File: src/rtl/alu_issue.sv
// Issue stage: decodes Beta ALU instructions, captures operands and presents one
// registered {a, b, fn, rc} bundle downstream, holding MUL/DIV for a fixed wait.
module alu_issue #(
  parameter int MUL_WAIT = 2,
  parameter int DIV_WAIT = 8
) (
  input  logic        clk,
  input  logic        reset_n,
  input  logic        instr_valid,
  input  logic [31:0] instr,
  output logic        instr_ready,
  output logic [4:0]  ra_addr,
  output logic [4:0]  rb_addr,
  input  logic [31:0] ra_data,
  input  logic [31:0] rb_data,
  output logic        issue_valid,
  input  logic        issue_ready,
  output logic [31:0] alu_a,
  output logic [31:0] alu_b,
  output logic [5:0]  alu_fn,
  output logic [4:0]  rc,
  output logic        illegal,
  output logic [1:0]  dbg_state_o
);

  // ALU function codes, matching the alu_* values in risc_constants.vh.
  localparam logic [5:0] ALU_ADD   = 6'h00;
  localparam logic [5:0] ALU_SUB   = 6'h01;
  localparam logic [5:0] ALU_MUL   = 6'h02;
  localparam logic [5:0] ALU_DIV   = 6'h03;
  localparam logic [5:0] ALU_CMPEQ = 6'h33;
  localparam logic [5:0] ALU_CMPLT = 6'h35;
  localparam logic [5:0] ALU_CMPLE = 6'h37;
  localparam logic [5:0] ALU_AND   = 6'h18;
  localparam logic [5:0] ALU_OR    = 6'h1E;
  localparam logic [5:0] ALU_XOR   = 6'h16;
  localparam logic [5:0] ALU_XNOR  = 6'h19;
  localparam logic [5:0] ALU_SHL   = 6'h20;
  localparam logic [5:0] ALU_SHR   = 6'h21;
  localparam logic [5:0] ALU_SRA   = 6'h23;

  localparam logic [1:0] S_IDLE  = 2'd0;
  localparam logic [1:0] S_WAIT  = 2'd1;
  localparam logic [1:0] S_VALID = 2'd2;

  localparam int MAX_WAIT = (MUL_WAIT > DIV_WAIT) ? MUL_WAIT : DIV_WAIT;
  localparam int CW       = (MAX_WAIT > 0) ? $clog2(MAX_WAIT + 1) : 1;
  localparam logic [CW-1:0] MUL_CNT = CW'(MUL_WAIT);
  localparam logic [CW-1:0] DIV_CNT = CW'(DIV_WAIT);

  logic [1:0]    state_q, state_d;
  logic [CW-1:0] cnt_q, cnt_d;
  logic          illegal_q, illegal_d;
  logic [31:0]   a_q, b_q;
  logic [5:0]    fn_q;
  logic [4:0]    rc_q;

  logic [5:0]    op;
  logic [5:0]    fn_dec;
  logic          legal, is_mul, is_div;
  logic [CW-1:0] wait_cnt;
  logic [31:0]   op_a, op_b;
  logic          accept, load;

  assign op      = instr[31:26];
  assign ra_addr = instr[20:16];
  assign rb_addr = instr[15:11];

  always_comb begin
    legal  = op[5];
    fn_dec = ALU_ADD;
    case (op[3:0])
      4'h0:    fn_dec = ALU_ADD;
      4'h1:    fn_dec = ALU_SUB;
      4'h2:    fn_dec = ALU_MUL;
      4'h3:    fn_dec = ALU_DIV;
      4'h4:    fn_dec = ALU_CMPEQ;
      4'h5:    fn_dec = ALU_CMPLT;
      4'h6:    fn_dec = ALU_CMPLE;
      4'h8:    fn_dec = ALU_AND;
      4'h9:    fn_dec = ALU_OR;
      4'hA:    fn_dec = ALU_XOR;
      4'hB:    fn_dec = ALU_XNOR;
      4'hC:    fn_dec = ALU_SHL;
      4'hD:    fn_dec = ALU_SHR;
      4'hE:    fn_dec = ALU_SRA;
      default: legal  = 1'b0;
    endcase
  end

  assign is_mul   = legal && (op[3:0] == 4'h2);
  assign is_div   = legal && (op[3:0] == 4'h3);
  assign wait_cnt = is_mul ? MUL_CNT : DIV_CNT;

  // R31 reads as zero; literal forms replace rb with the sign-extended literal.
  assign op_a = (instr[20:16] == 5'd31) ? 32'd0 : ra_data;
  assign op_b = op[4] ? {{16{instr[15]}}, instr[15:0]}
                      : ((instr[15:11] == 5'd31) ? 32'd0 : rb_data);

  assign instr_ready = (state_q == S_IDLE) || ((state_q == S_VALID) && issue_ready);
  assign accept      = instr_valid && instr_ready;

  always_comb begin
    state_d   = state_q;
    cnt_d     = cnt_q;
    illegal_d = 1'b0;
    load      = 1'b0;
    case (state_q)
      S_WAIT: begin
        cnt_d = cnt_q - CW'(1);
        if (cnt_q <= CW'(1)) state_d = S_VALID;
      end
      S_VALID: if (issue_ready) state_d = S_IDLE;
      default: ;
    endcase
    // Acceptance can only happen in IDLE or on a VALID handshake, so it overrides.
    if (accept) begin
      if (!legal) begin
        state_d   = S_IDLE;
        illegal_d = 1'b1;
      end else if ((is_mul || is_div) && (wait_cnt != '0)) begin
        state_d = S_WAIT;
        cnt_d   = wait_cnt;
        load    = 1'b1;
      end else begin
        state_d = S_VALID;
        load    = 1'b1;
      end
    end
  end

  always_ff @(posedge clk or negedge reset_n) begin
    if (!reset_n) begin
      state_q   <= S_IDLE;
      cnt_q     <= '0;
      illegal_q <= 1'b0;
      a_q       <= 32'd0;
      b_q       <= 32'd0;
      fn_q      <= 6'd0;
      rc_q      <= 5'd0;
    end else begin
      state_q   <= state_d;
      cnt_q     <= cnt_d;
      illegal_q <= illegal_d;
      if (load) begin
        a_q  <= op_a;
        b_q  <= op_b;
        fn_q <= fn_dec;
        rc_q <= instr[25:21];
      end
    end
  end

  assign issue_valid = (state_q == S_VALID);
  assign alu_a       = a_q;
  assign alu_b       = b_q;
  assign alu_fn      = fn_q;
  assign rc          = rc_q;
  assign illegal     = illegal_q;
  assign dbg_state_o = state_q;

endmodule

File: config.mk
export PLATFORM = sky130hd
export DESIGN_NAME = alu_issue
export DESIGN_NICKNAME = d
export VERILOG_FILES = /design/src/rtl/alu_issue.sv
export SDC_FILE = /design/constraint.sdc
export NUM_CORES = 1
export LEC_CHECK = 0
export ABC_AREA = 1
export CORE_ASPECT_RATIO = 1.75
export CORE_MARGIN = 5
export CORE_UTILIZATION = 44
export CTS_CLUSTER_SIZE = 16
export DETAILED_ROUTE_END_ITERATION = 10
export PLACE_DENSITY = 0.86
export SYNTH_ARGS = -nofsm -noshare
export SYNTH_HDL_FRONTEND = slang
export SYNTH_SLANG_ARGS = --single-unit
File: constraint.sdc
create_clock -name clk -period 2.13 [get_ports clk]
set_input_delay 0.426 -clock clk [delete_from_list [all_inputs] [get_ports clk]]
set_output_delay 0.426 -clock clk [all_outputs]
set_load 0.02 [all_outputs]
==> Implementation_results.wiki <==
{| class="wikitable"
! Metric !! Value
|-
| Result of the run || complete, no violations
|-
| Worst max-slew margin expressed relative to the limit || 54.88%
|-
| Antenna Cells || 0
|-
| WS Path Type || input port to output pin
|-
| Switching part of the total || 35.47%
|-
| I/O pin count || 190
|-
| Worst-case vdd ir drop || 0.6240 mV
|-
| GPL Wtd Cong || 0.8321
|-
| Vias in the first global route || 4027
|-
| Area of the placeable core || 8671 um^2
|-
| CTS tree || done
|-
| Fraction of final layout cells with drive strength greater than 1 || 5.225%
|-
| Path type of the worst min-delay path || input port to asynchronous set/reset pin
|-
| Clock Tree Buf Depth || 2
|-
| Crit path max fanout || 2
|-
| Unrepaired setup endpoints after global routing || false
|-
| Standard-cell row count || 45
|-
| Cell family contributing the most delay on the critical path || buffers and inverters
|-
| TNS Setup || 0 ns
|-
| CP cell instances || clkdlybuf4s50_1 -> buf_4 -> clkdlybuf4s50_1
|-
| Minimum clock period after layout || 2.091 ns
|-
| Sequential Area || 2052 um^2
|-
| Sequential element share of the synthesized area || 52.89%
|-
| CTS H-Tree Depth || 3
|-
| Die height || 134.2 um
|-
| Signed area change from the synthesized netlist to the final layout || 57.53%
|-
| Combined global-route utilization of all metal layers || 22.32%
|-
| Starting density of the core || 44.75%
|-
| Sink Count || 82
|-
| Pre-Repair DR Iteration Count || 5
|-
| First-pass GRT wire length || 18800 um
|-
| Total grt overflow || 0
|-
| Final-layout fill cell count || 700
|-
| Synthesized netlist net count || 608
|-
| Via total after detailed routing || 3947
|-
| Number of input and output port buffers inserted || 189
|-
| Share of power burned in combinational logic || 41.5%
|-
| Number of hold violations in the final report || 0
|-
| Number of cells in the design after placement || 790
|-
| Initial antenna violation count || 0
|-
| Post-synthesis register bit count || 82
|-
| Static power due to leakage || 3.100 nW
|-
| Number of warnings reported in the yosys synthesis log || 0
|-
| Detailed router's first-iteration violation count || 177
|-
| Routed Wire Length || 11780 um
|-
| Average footprint of a synthesized cell || 7.668 um^2
|-
| Sort of element at the start of the critical path || input port
|-
| Clock latency of the later-clocked register in the worst-skew pair || 0.33 ns
|-
| Maximum clock rate || 0.4782 GHz
|-
| Required arrival time at the worst endpoint || 1.70 ns
|-
| Synth unique cells || 22
|-
| Crit path from || instr[14]
|-
| Master cell of the clock root buffer || clkbuf_16
|-
| Slowest cell delay on critical path || 0.62 ns
|-
| Sort of element at the end of the critical path || output pin
|-
| Summed instance area of the synthesized netlist || 3880 um^2
|-
| Maximum number of pins on one net before global-route repair || 47
|-
| Antenna Violating Nets Remaining || 0
|-
| Cell type with the highest occurrence count on the critical path || clkdlybuf4s50_1
|-
| Tightest Pin Transition || 0.6752 ns
|-
| Number of maximum-capacitance violations || 0
|-
| Postcts setup bufs || 0
|-
| Via density per instance || 4.897
|-
| Cell count after synthesis || 506
|-
| Area used by multi-input combinational logic || 1515 um^2
|-
| Power share of the clock group || 23.2%
|-
| Final net count || 786
|-
| NetSw || 2.392 mW
|-
| Sum of net half-perimeters after detailed placement || 8996 um
|-
| Post-layout instance count excluding filler cells || 806
|-
| Inserted Clock Buffers || 9
|-
| R2r startpoint || dbg_state_o[0]$_DFFE_PN0P_
|-
| Critical path data arrival time || 1.67 ns
|-
| Crit path buf inv count || 3
|-
| Final-report max-slew violation count || 0
|-
| Final count of negative-setup-slack endpoints || 0
|-
| Total power divided by cell area || 1103 nW/um^2
|-
| Horizontal die dimension || 80.99 um
|-
| DR DRC count || 0
|-
| Slowest cell on the critical path || clkdlybuf4s50_1
|-
| Die area || 10870 um^2
|-
| Average wire length per cell after detail routing || 14.62 um
|-
| Clock slew at reported path FFs || 0.06 ns
|-
| Cell internal pwr || 4.352 mW
|-
| Period utilisation layout || 98.19%
|-
| Worst clock skew on the final layout || 0.005395 ns
|-
| Sequential share of power || 35.3%
|}
-- registers in the layout, indices dropped and copies added, names as in the netlist --
register	count
cnt_q	4
illegal	1
dbg_state_o	2
alu_a	32
rc	5
alu_fn	6
alu_b	32
-- synthesized netlist by cell type, drive strengths merged --
master | number | share of area (%)
nand4 | 1 | 0.16
nor3 | 1 | 0.13
o21ai | 5 | 0.64
o22ai | 1 | 0.16
nand2 | 303 | 29
buf | 31 | 6.0
nand3b | 1 | 0.19
a31oi | 1 | 0.16
inv | 18 | 1.7
xor2 | 1 | 0.23
nor2 | 8 | 0.97
dfrtp | 82 | 53
ha | 2 | 0.64
nand3 | 41 | 5.5
a21oi | 5 | 0.64
clkbuf | 5 | 0.48
-- power groups by stage --
stage               clock (mW)  sequential (mW)  combinational, mW
finish                    1.56             2.38               2.80
global route              1.67             2.44               3.01
CTS                       1.60             2.38               2.84
detailed placement           0             2.39               2.82
global placement             0             2.36               2.75
floorplan                    0             2.95              0.782
-- routing by layer --
metal / track usage (%) / share of wire, % / wire (um)
met1: 22.80 / 33 / 3880
met2: 40.16 / 54 / 6392
met3: 4.839 / 8.6 / 1008
met4: 13.25 / 4.3 / 503
met5: 0 / 0 / 0
-- cells in the final DEF, fill, tap and decap left out, types with 2 or more instances in the layout --
| master | Yosys | layout |
|---|---|---|
| a21oi_1 | 5 | 5 |
| buf_12 | 0 | 2 |
| buf_4 | 14 | 13 |
| clkbuf_16 | 0 | 9 |
| clkbuf_8 | 0 | 2 |
| clkdlybuf4s50_1 | 0 | 186 |
| clkinvlp_4 | 0 | 2 |
| dfrtp_1 | 82 | 82 |
| dlymetal6s2s_1 | 0 | 2 |
| ha_1 | 2 | 2 |
| inv_1 | 17 | 17 |
| nand2_1 | 302 | 302 |
| nand3_1 | 39 | 39 |
| nand3_2 | 2 | 2 |
| nor2_1 | 7 | 6 |
| nor2_4 | 1 | 2 |
| o21ai_0 | 5 | 5 |
-- per-stage QoR --
step           worst slack, ns  total power, mW  cell area [um^2]  hold WS (ns)  utilization, %
2_1_floorplan           0.7541            3.732              3880        0.1304               -
3_3_place_gp           -0.1425            5.112              5796        0.4435           66.84
3_5_place_dp           -0.2072            5.210              5796        0.4513           66.84
4_1_cts                0.01176            6.813              6102       0.08900           70.38
5_1_grt                0.02980            7.117              6112        0.1128           70.49
6_report               0.03864            6.743              6112       0.07155           70.49
-- layout make-up --
cell class	instances	share of cell area (%)
Clock buffer	12	4.197
Clock inverter	4	0.8188
Inverter	18	1.105
Multi-Input combinational cell	370	24.79
Sequential cell	82	33.57
Tap cell	117	2.395
Timing Repair Buffer	203	33.12
-- timing repair --
| item | CTS | global route |
|---|---|---|
| resized for setup | 0 | 3 |
| setup endpoints to repair | 0 | 13 |
| hold buffers | 0 | 0 |
-- path summary, 6_finish.rpt --
path / end / slack [ns] / cells past startpoint
max: rb_addr[3] / 0.04 / 3
min: alu_a[2]$_DFFE_PN0P_ / 0.07 / 1
max reg2reg: dbg_state_o[1]$_DFFE_PN0P_ / 0.68 / 8
min reg2reg: rc[3]$_DFFE_PN0P_ / 0.48 / 2
max in group asynchronous: alu_a[28]$_DFFE_PN0P_ / 1.43 / 2
min in group clk: rc[3]$_DFFE_PN0P_ / 0.48 / 2
-- logic make-up (layout without fill, tap and decap cells) --
| kind of cell | Yosys count | in the layout | synth area share [%] |
|---|---|---|---|
| buf+inv | 54 | 237 | 8.255 |
| xor+xnor | 1 | 1 | 0.2258 |
| flops | 82 | 82 | 52.89 |
| fa+ha+maj | 2 | 2 | 0.6449 |
| simple gates | 355 | 355 | 36.38 |
| compound gates | 12 | 12 | 1.612 |
Power figures use the tool's default switching activity.
